File: src/rtl/yavar_param_counter.sv
// ============================================================================
// Module   : yavar_param_counter
// Brief    : Up/down counter with runtime modulus, wrap/saturate mode,
//            synchronous load, enable prescaler and registered terminal count.
// Revision : 1.0
// ============================================================================
`default_nettype none

module yavar_param_counter #(
  parameter int WIDTH      = 8,
  parameter int PRESCALE_W = 4,
  parameter int RESET_VAL  = 0
) (
  input  logic                  clk,
  input  logic                  rst,
  input  logic                  en,
  input  logic                  up_dn,
  input  logic                  sat_mode,
  input  logic                  load,
  input  logic [WIDTH-1:0]      load_val,
  input  logic [WIDTH-1:0]      limit,
  input  logic [PRESCALE_W-1:0] div,
  output logic [WIDTH-1:0]      count,
  output logic                  tc
);

  localparam logic [WIDTH-1:0] c_RESET_VAL = WIDTH'(RESET_VAL);

  logic [WIDTH-1:0]      count_q, count_d;
  logic                  tc_q, tc_d;
  logic [PRESCALE_W-1:0] pcnt_q, pcnt_d;
  logic                  w_step;

  // A prescaler phase beyond a freshly lowered div fires at once instead of
  // running all the way round the prescaler range.
  always_comb begin
    count_d = count_q;
    pcnt_d  = pcnt_q;
    tc_d    = 1'b0;
    w_step  = 1'b0;
    if (load) begin
      count_d = load_val;
      pcnt_d  = '0;
    end else if (en) begin
      if (pcnt_q >= div) begin
        w_step = 1'b1;
        pcnt_d = '0;
      end else begin
        pcnt_d = pcnt_q + 1'b1;
      end
      if (w_step) begin
        if (up_dn) begin
          if (count_q < limit) begin
            count_d = count_q + 1'b1;
          end else begin
            count_d = sat_mode ? limit : '0;
            tc_d    = 1'b1;
          end
        end else begin
          if (count_q > limit) begin
            count_d = limit;
          end else if (count_q == '0) begin
            count_d = sat_mode ? '0 : limit;
            tc_d    = 1'b1;
          end else begin
            count_d = count_q - 1'b1;
          end
        end
      end
    end
  end

  always_ff @(posedge clk or posedge rst) begin
    if (rst) begin
      count_q <= c_RESET_VAL;
      tc_q    <= 1'b0;
      pcnt_q  <= '0;
    end else begin
      count_q <= count_d;
      tc_q    <= tc_d;
      pcnt_q  <= pcnt_d;
    end
  end

  assign count = count_q;
  assign tc    = tc_q;

endmodule

`default_nettype wire

File: config.mk
export PLATFORM = sky130hd
export DESIGN_NAME = yavar_param_counter
export DESIGN_NICKNAME = d
export VERILOG_FILES = /design/src/rtl/yavar_param_counter.sv
export SDC_FILE = /design/constraint.sdc
export NUM_CORES = 1
export LEC_CHECK = 0
export ABC_AREA = 1
export BUFFER_PORTS_ARGS = -buffer_cell sky130_fd_sc_hd__buf_2
export CAP_MARGIN = 5
export CORE_MARGIN = 10
export CORE_UTILIZATION = 50
export DETAILED_ROUTE_END_ITERATION = 7
export PLACE_DENSITY = 0.74
export SLEW_MARGIN = 20
export SYNTH_ARGS = -nofsm -noshare
export SYNTH_HDL_FRONTEND = slang
export SYNTH_SLANG_ARGS = --single-unit
File: constraint.sdc
create_clock -name clk -period 3.79 [get_ports clk]
set_input_delay 0.1895 -clock clk [delete_from_list [all_inputs] [get_ports clk]]
set_output_delay 0.1895 -clock clk [all_outputs]
set_load 0.02 [all_outputs]
Yosys cells after proc, flatten, opt, wreduce, memory -nomap -nowiden
Cells that the tools add are included.
{"block": "totals", "latchBits": 0, "ff_bits": 13, "mem_count": 0, "out_inout_bits": 9, "mem_bits_ro": 0, "inputBits": 26, "mem_bits_rw": 0, "word_cells": 35}
{"block": "classes", "shift": 0, "eq_ne": 0, "bitwise": 0, "magnitude_cmp": 3, "n_div": 0, "n_reduce_logical": 4, "n_mux": 22, "mul": 0, "n_addsub": 3}
{"cell": "2-to-1 mux 8 bit", "n": 9}
{"cell": "2-to-1 mux 4 bit", "n": 3}
{"cell": "2-to-1 mux 1 bit", "n": 10}
{"cell": "adder 8 x 1 -> 8 bit (second input constant)", "n": 1}
{"cell": "greater-than comparator 8 bit", "n": 1}
{"cell": "logical NOT 8 bit", "n": 1}
{"cell": "< comparator 8 bit", "n": 1}
{"cell": "subtractor 8 x 1 -> 8 bit (second input constant)", "n": 1}
{"cell": "adder 4 x 1 -> 4 bit (second input constant)", "n": 1}
{"cell": ">= comparator 4 bit", "n": 1}
{"cell": "nonzero test 2 bit", "n": 2}
{"cell": "AND reduction 2 bit", "n": 1}

Longest topological paths before layout
{"block": "depth", "ltp_word": 7, "depth_mapped": 16, "ltp_nobuf": 16}

Worst setup path before layout
Ideal clock, no wire load.
{"block": "synth_timing", "kind": "flip-flop to flip-flop", "start": "reg count_q[7], in the netlist count[7]", "end": "reg count_q[6], in the netlist count[6]", "arrival_ps": 1704, "synth_period_minus_slack_ps": 1822, "slack_ps": 1968, "stages_incl_launch_ff": 12, "path_buffers": 1, "cell_sequence": "dfrtp_1 -> ha_1 -> a21o_1 -> nor2_1 -> nand2_2 -> buf_4 -> nand3_1 -> nand3_1 -> nand2_1 -> nand2_1 -> nand2_1 -> nand2_1"}
{"block": "synth_via", "elab_chain_cells": 7, "elab_cells_between_ends": 10, "cone_classes": "order compare (2); mux (7); reduce/logical (1)"}
{"element": "start: declaration", "line": "29", "source": "logic [WIDTH-1:0] count_q, count_d;"}
{"element": "start signal: assignment", "line": "75", "source": "count_q <= c_RESET_VAL;"}
{"element": "start signal: assignment", "line": "79", "source": "count_q <= count_d;"}
{"element": "branches (longest 3 deep; another with greater-than comparator 8 bit)"}
{"element": "2-to-1 mux 8 bit *", "line": "52", "source": "if (up_dn) begin"}
{"element": "2-to-1 mux 8 bit *", "line": "51", "source": "if (w_step) begin"}
{"element": "2-to-1 mux 8 bit *", "line": "44", "source": "end else if (en) begin"}
{"element": "2-to-1 mux 8 bit *", "line": "41", "source": "if (load) begin"}
Mark *: on every way between the ends. The select of a mux whose other input is x is not followed.
A chain may end at the register's enable or synchronous reset.

Worst setup path after layout
Same ends and word-level chain as after synthesis.

==> results.md <==
- EDFF count, synth: 0
- Pin count of the biggest net entering global routing: 20
- Synth Area in XOR/XNOR: 0.0463
- Adder-cell area share of the yosys netlist: 0.118
- Final hold vios: 0
- Max incr delay on CP: 490 ps
- Core area: 3310 um2
- Crit path cell chain: ha_1 > nand2_1 > nor2_1 > nand2_1 > nand2_2 > nand2_2 > nand2_1 > nand3_1 > nand2_1 > nand2_1 > nand2_1 > nand2_1
- Synth Area in Compound Gates: 0.0456
- CTS tree: done
- Main combinational cell family by area after synthesis: simple AND/OR/NAND/NOR gates
- Share of total power in combinational logic: 0.609
- Starting Density: 0.514
- Final min period: 2140 ps
- Cell-internal power: 0.000379 W
- Main synth FF type: dfrtp_1
- Total number of vias: 1891
- Cell taking the most area after synthesis: nand2_1
- HP Start: en
- Worst-Skew Late Latency: 280 ps
- Postcts setup bufs: 0
- Yosys warnings: 0
- Global route overflow: 0
- Initial antenna violation count: 0
- Die area: 6140 um2
- Final Cycle Share: 0.566
- Pre-CTS WS: 1670 ps
- Power Dens Cells: 420 nW/um2
- Syn avg cell area: 6.04 um2
- FP Rows: 21
- Vias in the first global route: 1643
- Main area contributors after synthesis: nand2_1, dfrtp_1, ha_1
- Iteration-0 DRC Markers: 190
- Hold_ws: 161 ps
- CP startpoint kind: flop
- Die height: 78.4 um
- CP arrival: 2320 ps
- End point of the critical path: count[6]
- Post-Synth Simple-Gate Area: 0.475
- R2R depth: 12
- Reg-to-Reg Start: count[7]
- Sequential power share: 0.282
- Final WS setup: 1650 ps
- Clock share of power: 0.109
- GP Congestion: 0.893
- Nets: 356
- Fin. max-slew vios: 0
- Root Driver: clkbuf_4
- Hold crit path type: in2reg
- Top-count cell post-synth: nand2_1
- Net Count, Synth: 324
- Setup TNS: 0 ps
- Peak supply drop: 253 uV
- Final setup violation count: 0
- Top-area cell type share of the netlist area: 0.209
- Worst setup path class: reg2reg
- Final clock skew: 6.44 ps
- Top cells by count, synth: nand2_1, nand3_1, nor2_1, inv_1, ha_1
- CTS buffer count: 3
- DRC: 0
- Run status: complete, no violations
- Static leakage: 1.12 nW
- Number of top-level pins: 35
- Max-cap violations: 0
- Crit. End Element: flop
- RSZ-0062 raised after global routing: false
- Unique masters post-synth: 31
- Switching power: 0.000421 W
- Reg clk slew, reported paths: 80 ps
- # diodes: 0
- First-pass GRT wire length: 7.51 mm
- Number of port buffers: 34
- CTS Sinks: 13
- 1st-pass router iterations: 4
- Most used cell, CP: nand2_1
- Flops & latches, synth: 13
- Vias/cell: 5.27
- Maximum root-to-sink buffer count: 2
- Post-synthesis async set-or-reset flop share: 1.00
- Synth Instances: 282
- Fmax: 466 MHz
- WL per Instance: 12.7 um
- Rel. slew slack: 0.646
- Fraction of layout cells with a size suffix above 1: 0.160
- CP Max Fanout: 16
- Mux contribution to synthesized area: 0.00588
- R2r setup slk: 1650 ps
- Routed WL: 4.58 mm
- Synthesis-to-finish area growth: 12.0%
- Post-detail-place hpwl: 3.64 mm
- Sequential cell area fraction in the yosys report: 0.191
- Switching Share: 0.526
- Die width: 78.4 um
- H-tree levels: 1
- Crit path from: count[7]
- GRT Total Usage: 0.145
- Worst Path Required: 3970 ps
- Worst-margin pin slew: 528 ps
- Syn Std Cell Area: 1700 um2
- Slowest CP cell: dfrtp_1
- Reg-to-reg endpoint: count[6]
- Final ANT Viol Nets: 0
[routing by layer]
layer	global-route usage	up-vias	routed length, um	part of all wire
li1	-	956	-	-
met1	0.195	864	2050	0.45
met2	0.235	69	2210	0.48
met3	0.0296	2	306	0.067
met4	0.0251	0	14	0.0031
met5	0	-	0	0
[stage by stage]
| step | cells | util | power, W | instance area [um2] |
|---|---|---|---|---|
| detailed placement | 354 | 0.565 | 0.000707 | 1870 |
| global route | 359 | 0.576 | 0.000881 | 1910 |
| finish | 359 | 0.576 | 0.000801 | 1910 |
| floorplan | 282 | - | 0.000593 | 1700 |
| CTS | 359 | 0.576 | 0.000799 | 1910 |
| global placement | 354 | 0.565 | 0.000700 | 1870 |
[worst min-delay path by stage]
stage / to / cells after the start
floorplan: count[0] / 1
global placement: count[4] / 2
detailed placement: count[4] / 2
CTS: tc / 3
global route: tc / 3
finish: tc / 3
[cells by family after synthesis]
group	count (synthesis)
XOR/XNOR	9
buffers and inverters	45
AO/OA/AOI/OAI	14
flip-flops	13
AND/OR/NAND/NOR	184
multiplexers	1
adder cells (fa/ha/maj)	16
[layout by cell type (no fill, tap or decap), drive strengths merged, types with 3 or more instances in the layout]
cell type	instances
ha	16
inv	36
xor2	8
buf	34
dfrtp	13
nand3	38
nand4	3
clkbuf	4
nand2	99
a21oi	6
nor2	37
nor3	4
o21ai	4
[power by group through the flow]
stage	Sequential, W	Clock [W]	Combinational (W)
final	0.000226	0.0000873	0.000488
after global routing	0.000231	0.0000983	0.000552
after CTS	0.000225	0.0000904	0.000483
after detailed placement	0.000227	0	0.000480
after global placement	0.000225	0	0.000475
after floorplan	0.000233	0	0.000360
[flip-flops by register name, indices dropped and copies added (netlist names)]
signal / count
pcnt_q: 4
count: 8
tc: 1
[worst max-delay path, delay by kind of cell, from the launching register on]
family,cells,cell delay [ps]
AND/OR/NAND/NOR,11,1210
flip-flops,1,490
adder cells (fa/ha/maj),1,340
[what timing repair did]
action | CTS | global route
resized for setup | 0 | 0
endpoints found under the hold margin | 13 | 0
hold buffers | 1 | 0
[cell type report]
type	count	area, um2
clock buffer	4	26.3
fill	370	1400
inverter	37	141
multi-input combinational	224	1180
sequential	13	325
tap	46	57.6
timing repair buffer	35	180
Power figures use the tool's default switching activity.
